==> src/rtl/mm_systolic_ctrl.sv <==
// Sequencer for the 8x8 output-stationary systolic array: feeds K bar pairs, drains, hands off the result, flushes.
// Optional MM_CTRL_STALL_EN adds a stall input that pauses operand reads in FEED.
module mm_systolic_ctrl #(
  parameter int AW    = 6,
  parameter int DRAIN = 16
) (
  input  logic          clk,
  input  logic          rst,
  input  logic          start,
  input  logic [AW:0]   k_len,
  output logic          rd_en,
  output logic [AW-1:0] rd_addr,
  input  logic [63:0]   row_rdata,
  input  logic [63:0]   col_rdata,
  output logic [63:0]   row_bar,
  output logic [63:0]   col_bar,
  output logic          bar_valid,
  output logic          res_valid,
  input  logic          res_ready,
  output logic          flush,
  output logic          busy,
  output logic          done,
  output logic [2:0]    dbg_state
`ifdef MM_CTRL_STALL_EN
  ,
  input  logic          stall
`endif
);

  // Result handshake: res_valid stays high until the cycle res_ready is seen high;
  // that cycle is the transfer and the FSM moves to FLUSH on the next edge.
  typedef enum logic [2:0] {
    S_IDLE  = 3'd0,
    S_FEED  = 3'd1,
    S_DRAIN = 3'd2,
    S_OUT   = 3'd3,
    S_FLUSH = 3'd4
  } state_t;

  localparam int DW = $clog2(DRAIN + 1);

  state_t        state_q, state_d;
  logic [AW:0]   cnt_q, cnt_d;
  logic [AW:0]   klen_q, klen_d;
  logic [DW-1:0] dcnt_q, dcnt_d;
  logic          bar_valid_q, bar_valid_d;
  logic          zdone_q, zdone_d;
  logic          stall_w;

`ifdef MM_CTRL_STALL_EN
  assign stall_w = stall;
`else
  assign stall_w = 1'b0;
`endif

  always_comb begin
    state_d = state_q;
    cnt_d   = cnt_q;
    klen_d  = klen_q;
    dcnt_d  = dcnt_q;
    zdone_d = 1'b0;
    rd_en   = 1'b0;
    case (state_q)
      S_IDLE: begin
        if (start) begin
          if (k_len != '0) begin
            klen_d  = k_len;
            cnt_d   = '0;
            state_d = S_FEED;
          end else begin
            zdone_d = 1'b1;
          end
        end
      end
      S_FEED: begin
        if (!stall_w) begin
          rd_en = 1'b1;
          // Hold the counter on the last read so rd_addr never wraps.
          if (cnt_q == klen_q - (AW+1)'(1)) begin
            dcnt_d  = '0;
            state_d = S_DRAIN;
          end else begin
            cnt_d = cnt_q + (AW+1)'(1);
          end
        end
      end
      S_DRAIN: begin
        if (dcnt_q == DW'(DRAIN - 1)) state_d = S_OUT;
        else                          dcnt_d  = dcnt_q + DW'(1);
      end
      S_OUT: begin
        if (res_ready) state_d = S_FLUSH;
      end
      S_FLUSH: state_d = S_IDLE;
      default: state_d = S_IDLE;
    endcase
  end

  assign bar_valid_d = rd_en;

  always_ff @(posedge clk or posedge rst) begin
    if (rst) begin
      state_q     <= S_IDLE;
      cnt_q       <= '0;
      klen_q      <= '0;
      dcnt_q      <= '0;
      bar_valid_q <= 1'b0;
      zdone_q     <= 1'b0;
    end else begin
      state_q     <= state_d;
      cnt_q       <= cnt_d;
      klen_q      <= klen_d;
      dcnt_q      <= dcnt_d;
      bar_valid_q <= bar_valid_d;
      zdone_q     <= zdone_d;
    end
  end

  assign rd_addr   = cnt_q[AW-1:0];
  assign row_bar   = row_rdata;
  assign col_bar   = col_rdata;
  assign bar_valid = bar_valid_q;
  assign res_valid = (state_q == S_OUT);
  assign flush     = (state_q == S_FLUSH);
  assign busy      = (state_q != S_IDLE);
  assign done      = (state_q == S_FLUSH) | zdone_q;
  assign dbg_state = state_q;

endmodule

==> config.mk <==
export PLATFORM = sky130hd
export DESIGN_NAME = mm_systolic_ctrl
export DESIGN_NICKNAME = d
export VERILOG_FILES = /design/src/rtl/mm_systolic_ctrl.sv
export SDC_FILE = /design/constraint.sdc
export NUM_CORES = 1
export LEC_CHECK = 0
export ABC_AREA = 1
export CORE_AREA = 5 5 107 109
export DETAILED_ROUTE_END_ITERATION = 6
export DIE_AREA = 0 0 112 114
export PLACE_DENSITY = 0.73
export RECOVER_POWER = 100
export SYNTH_ARGS = -nofsm -noshare
export SYNTH_HDL_FRONTEND = slang
export SYNTH_SLANG_ARGS = --single-unit
==> constraint.sdc <==
create_clock -name clk -period 2.6 [get_ports clk]
set_clock_uncertainty 0.15 [all_clocks]
set_input_delay 0.39 -clock clk [delete_from_list [all_inputs] [get_ports clk]]
set_output_delay 0.39 -clock clk [all_outputs]
set_load 0.01 [all_outputs]
==> results.md, run 1 <==
- Yosys reg bits: 24
- # rows: 38
- Power Dens Cells: 917 mW/mm2
- Die width: 112 um
- CTS tree: done
- Status: completed
- CP cell instances: inv_1 > nand2_1 > nor2_1 > or2_2 > dlygate4sd3_1
- CTS buffer count: 3
- Static leakage: 0.919 nW
- # setup viols final: 0
- Setup WS pre-CTS: 0.478 ns
- CP max stage cell: dlygate4sd3_1
- Drt pass-1 iters: 4
- Slew @ Worst Pin: 1.37 ns
- Count of input and output buffers: 25
- Clock buffer depth: 2
- Height of the die: 114 um
- Later-pin clock latency in the skew report: 0.27 ns
- Most numerous cell in the Yosys netlist: buf_4
- Initial Util: 24.0%
- Antenna violations before repair: 0
- GRT Total Usage: 7.05%
- DR DRC count: 0
- Post-layout util: 18.7%
- HPWL Detailed: 3710 um
- Crit start category: register
- Placed Instances: 371
- Hold Path Class: reg -> reg
- Top cells by area, synth: buf_4, dfrtp_1, nand2_1
- Share of the synthesized area in the top cell type: 39.9%
- CP Data Arrival Time: 1.81 ns
- # nets final: 379
- Mapped Cells: 339
- Crit-path leading delay family: buffers and inverters
- DRT Wirelength: 4660 um
- Fillers: 1163
- Post-synth EDFFs: 0
- Avg Cell Area, Syn: 7.43 um2
- Gates resized, CTS repair: 0
- Final Max Tran Viols: 0
- Rel. slew slack: 8.88%
- Yosys warning count: 0
- RSZ-0062 raised after global routing: no
- Clock sink count: 24
- Core ar.: 0.0105 mm2
- Layout area overhead: -21.9%
- Final period util: 90.3%
- Setup Fix Bufs, Post-CTS: 0
- Mapped Area: 0.00252 mm2
- Non-Filler Instances: 375
- FMAX: 0.426 GHz
- Grt ovf: 0
- Synth unique cells: 27
- Vias in the first global route: 1513
- Crit path buffers/inverters: 2
- Clock root buffer: clkbuf_8
- Critical path class: reg -> out
- H-tree depth: 1
- Routed via count: 1482
- Global-route wire length before repair: 7310 um
- Num ports: 282
- Net Count, Synth: 482
- Drt initial violations: 27
- Hold depth: 2
- Post-CTS Hold Buffers: 0
- Via density: 3.95
- Post-synth top flop: dfrtp_1
- TNS Setup: 0 ns
- ANT nets after route: 0
- CTS clk-pin slew, worst paths: 0.09 ns
- Critical path peak fanout: 4
- Final Hold Viols: 0
- Max Cap Violations: 0
- Antenna Cells: 0
- Post-route minimum period: 2.35 ns
- Biggest area consumer among synthesized cells: buf_4
- Slack of the critical path: 0.251 ns
- Total die area: 0.0128 mm2
- CP Data Required Time: 2.06 ns
- Total power draw: 1.80 mW
- Crit. path cell count: 5
- Routability cong.: 0.799
- Async S/R FF share, synth: 100%
- Nature of the critical path endpoint: output port
- Top post-synthesis cells by count: buf_4, nand2_1, inv_1
- Largest net degree at the start of global routing: 25
- Cells on worst reg2reg path: 12
- Max stage delay on crit path: 0.59 ns
- Drt wl/cell: 12.4 um
- Layout cells sized above 1: 9.36%
- Max IR drop VDD: 0.000403 V
- Post-synthesis sequential area ratio: 23.8%
[worst register-to-register path, cell delays in order, from the launching register on]
cell and delay (ns):
dfrtp_1 0.39, inv_1 0.15, ha_1 0.27, inv_1 0.07, nand2_1 0.05, nand2_1 0.05
nand2_1 0.04, nor2_1 0.12, nand3_2 0.10, o21bai_4 0.24, nand2_1 0.26, nand2_1 0.12
o21ai_0 0.08
[routing by layer]
metal	global-route usage [%]	wire length, um
met1	6.89	1730
met2	11.2	2190
met3	3.40	457
met4	6.09	285
met5	0	0
[sequential cells by signal (all words and copies together), names as in the netlist]
signal and flops:
klen_q 7, cnt_q 7, zdone_q 1, bar_valid 1
dbg_state 3, dcnt_q 5
[path summary, 6_finish.rpt]
kind | start | endpoint | slack (ns)
min in group asynchronous | rst | cnt_q[2]$_DFFE_PP0P_ | 0.90
hold / removal | dcnt_q[4]$_DFFE_PP0P_ | dcnt_q[4]$_DFFE_PP0P_ | 0.34
hold reg to reg | dcnt_q[4]$_DFFE_PP0P_ | dcnt_q[4]$_DFFE_PP0P_ | 0.34
max in group asynchronous | rst | klen_q[3]$_DFFE_PP0P_ | 0.60
setup / recovery | dbg_state[0]$_DFFE_PP0P_ | done | 0.25
setup reg to reg | klen_q[0]$_DFFE_PP0P_ | dcnt_q[1]$_DFFE_PP0P_ | 0.40
[stage by stage]
| stage | area, um2 | hold WS [ns] |
|---|---|---|
| after floorplan | 2520 | 0.255 |
| after global placement | 1950 | 0.325 |
| after detailed placement | 1950 | 0.332 |
| after CTS | 2000 | 0.355 |
| after global routing | 1970 | 0.397 |
| final | 1970 | 0.344 |
[cell usage in the layout (no fill, tap or decap), types with 2 or more instances in the layout]
cell type / Yosys / routed
clkdlybuf4s50_1: 0 / 10
o21ai_0: 3 / 8
or2_2: 4 / 4
dfrtp_1: 24 / 24
xor2_1: 4 / 4
inv_1: 28 / 29
nand2_2: 5 / 3
clkbuf_1: 0 / 3
nand3_1: 18 / 19
nand4_1: 4 / 4
nand2_1: 55 / 58
dlygate4sd3_1: 0 / 15
ha_1: 4 / 4
nor3_1: 3 / 3
nor2_2: 3 / 3
nor2_1: 22 / 22
a21oi_1: 5 / 5
clkbuf_8: 0 / 4
o21ai_2: 4 / 3
o21ai_1: 6 / 2
[power breakdown]
| part | internal, mW | total (mW) | leakage, nW | switching, mW |
|---|---|---|---|---|
| Combinational | 0.364 | 0.960 | 0.580 | 0.596 |
| Sequential | 0.479 | 0.591 | 0.311 | 0.113 |
| Clock | 0.135 | 0.253 | 0.0288 | 0.118 |
| Total | 0.978 | 1.80 | 0.919 | 0.826 |
[kinds of logic after synthesis]
family	count (synthesis)	synth area share [%]
AO/OA/AOI/OAI	20	5.16
flip-flops	24	23.8
AND/OR/NAND/NOR	120	22.2
adder cells (fa/ha/maj)	4	1.99
XOR/XNOR	5	1.74
buffers and inverters	166	45.0
[layout make-up]
type                       count  area [um2]  share of cell area, %
clock buffer                   4        55.1                   2.80
timing repair buffer          28         262                   13.3
inverter                      30         113                   5.72
tap                          140         175                   8.90
multi-input combinational    149         763                   38.8
sequential                    24         601                   30.5
(Power assumes the default switching activity.)
==> run 2, diff against run 1 <==
--- a/config.mk
+++ b/config.mk
@@ -6,10 +6,10 @@
 export NUM_CORES = 1
 export LEC_CHECK = 0
 export ABC_AREA = 1
-export CORE_AREA = 5 5 107 109
+export CORE_AREA = 2 2 110 112
 export DETAILED_ROUTE_END_ITERATION = 6
 export DIE_AREA = 0 0 112 114
-export PLACE_DENSITY = 0.73
+export PLACE_DENSITY = 0.66
 export RECOVER_POWER = 100
 export SYNTH_ARGS = -nofsm -noshare
 export SYNTH_HDL_FRONTEND = slang
==> run 2 against run 1 <==
Global-route usage decreased by 0.22 points. Sequential share of layout area decreased by 0.17 points. Total power increased by 3.0%. Critical path depth unchanged. Clock power increased by 32%. Highest routed layer unchanged.
==> results.md, run 2 (synthesis gave the netlist of run 1 again) <==
- Largest net degree at the start of global routing: 25 (unchanged)
- Hold Path Class: reg -> reg
- Post-layout util: 16.9% (-1.8 points)
- Max Cap Violations: 0 (unchanged)
- Critical path origin: dbg_state[0]$_DFFE_PP0P_
- Critical path class: reg -> out
- Total die area: 0.0128 mm2 (unchanged)
- Combinational share of power: 49.9% (-3.3 points)
- Post-route minimum period: 2.39 ns (+0.0436 ns)
- Nature of the critical path endpoint: output port
- Static leakage: 0.923 nW (+0.34%)
- Die width: 112 um (unchanged)
- Later-pin clock latency in the skew report: 0.26 ns (about the same)
- Flop2flop setup slack: 0.36 ns (-0.04 ns)
- Reg2reg end: cnt_q[0]$_DFFE_PP0P_
- Height of the die: 114 um (unchanged)
- Drt pass-1 iters: 4 (unchanged)
- RSZ-0062 raised after global routing: no
- Core ar.: 0.0117 mm2 (+11%)
- Grt ovf: 0 (unchanged)
- Clock buffer depth: 2 (unchanged)
- Commonest non-fill, non-tap cells in the layout: nand2_1, inv_1, dfrtp_1
- Antenna violations before repair: 0 (unchanged)
- Antenna Cells: 0 (unchanged)
- Crit start category: register
- Switching portion of total power: 44.5% (-1.3 points)
- Total power draw: 1.86 mW (+3.0%)
- Via density: 3.91 (-0.99%)
- Vias in the first global route: 1559 (+3.0%)
- Critical path peak fanout: 4 (unchanged)
- Count of input and output buffers: 25 (unchanged)
- Layout cells sized above 1: 8.62% (-0.74 points)
- Fillers: 1369 (+18%)
- ANT nets after route: 0 (unchanged)
- Post-CTS Hold Buffers: 0 (unchanged)
- Slack of the critical path: 0.208 ns (-0.0436 ns)
- Layout area overhead: -21.4%
- Psw: 0.827 mW (about the same)
- Top Registers: cnt_q (7), klen_q (7), dcnt_q (5)
- Final period util: 92.0% (+1.7 points)
- Routed via count: 1483 (+0.067%)
- Initial Util: 21.5% (-2.5 points)
- Hold path start: dcnt_q[4]$_DFFE_PP0P_
- Rel. slew slack: 10.8% (+2.0 points)
- Hold Path End: dcnt_q[4]$_DFFE_PP0P_
- Setup Fix Bufs, Post-CTS: 0 (unchanged)
- Num ports: 282 (unchanged)
- Final Hold Viols: 0 (unchanged)
- Cell-internal power: 1.03 mW (+5.5%)
- Fin Hold WS: 0.337 ns (-0.00740 ns)
- H-tree depth: 1 (unchanged)
- Gates resized, CTS repair: 0 (unchanged)
- CP Data Arrival Time: 1.85 ns (+0.04 ns)
- Drt wl/cell: 11.4 um (-8.1%)
- Flop pwr share: 32.2% (-0.6 points)
- CTS clk-pin slew, worst paths: 0.06 ns (-0.03 ns)
- Setup WS pre-CTS: 0.460 ns (-0.0180 ns)
- Clock root buffer: clkbuf_16
- Slew @ Worst Pin: 1.34 ns (-0.0294 ns)
- CP Data Required Time: 2.06 ns (about the same)
- Drt initial violations: 67 (+150%)
- Routability cong.: 0.816 (+2.2%)
- TNS Setup: 0 ns (unchanged)
- Max IR drop VDD: 0.000411 V (+1.9%)
- Status: completed
- Clock sink count: 24 (unchanged)
- Final Max Tran Viols: 0 (unchanged)
- Power Dens Cells: 939 mW/mm2 (+2.4%)
- DRT Wirelength: 4330 um (-7.1%)
- GRT Total Usage: 6.83% (-0.22 points)
- CTS buffer count: 3 (unchanged)
- Cells on worst reg2reg path: 7 (-5)
- DR DRC count: 0 (unchanged)
- HPWL Detailed: 3390 um (-8.8%)
- Most common cell after layout, fill and taps aside: nand2_1
- Hold depth: 2 (unchanged)
- Global-route wire length before repair: 7350 um (+0.46%)
- CTS tree: done
- # nets final: 377 (-0.53%)
- Reg2reg start: dbg_state[0]$_DFFE_PP0P_
- Clock power frac: 17.9% (+3.9 points)
- FMAX: 0.418 GHz (-1.8%)
- # rows: 40 (+5.3%)
- # setup viols final: 0 (unchanged)
## run 2: power groups by stage
stage	sequential [mW]	combinational (mW)	clock (mW)
after floorplan	0.589	0.946	0
after global placement	0.604	1.00	0
after detailed placement	0.606	1.02	0
after CTS	0.601	1.02	0.345
after global routing	0.617	1.06	0.360
final	0.599	0.928	0.333
## run 2: stage by stage
step	area [um2]	cells
floorplan	2520	339
global placement	1940	376
detailed placement	1940	376
CTS	2010	379
global route	1980	379
finish	1980	379
## run 2: per-layer routing
| layer | vias up | part of all wire, % | GRT usage [%] |
|---|---|---|---|
| met3 | 30 | 9.5 | 3.51 |
| met1 | 667 | 41 | 7.52 |
| li1 | 709 | - | - |
| met5 | - | 0 | 0 |
| met4 | 0 | 2.5 | 2.76 |
| met2 | 77 | 47 | 11.2 |
## run 2: cell type report
cell class | instances | area [um2] | share of cell area, %
multi-input combinational | 149 | 753 | 38.1
tap | 147 | 184 | 9.29
timing repair buffer | 26 | 254 | 12.8
inverter | 30 | 113 | 5.69
sequential | 24 | 601 | 30.3
clock buffer | 3 | 75.1 | 3.79
## run 2: critical path: stages (launching register included)
cell,delay (ns)
dfrtp_1,0.41
inv_1,0.17
nand2_1,0.08
nor2_1,0.27
inv_1,0.07
dlygate4sd3_1,0.60
## run 2: worst max path at each step
stage / end / cells past startpoint
finish: busy / 5
global route: busy / 5
CTS: busy / 5
detailed placement: cnt_q[6]$_DFFE_PP0P_ / 7
global placement: cnt_q[6]$_DFFE_PP0P_ / 7
floorplan: cnt_q[0]$_DFFE_PP0P_ / 13
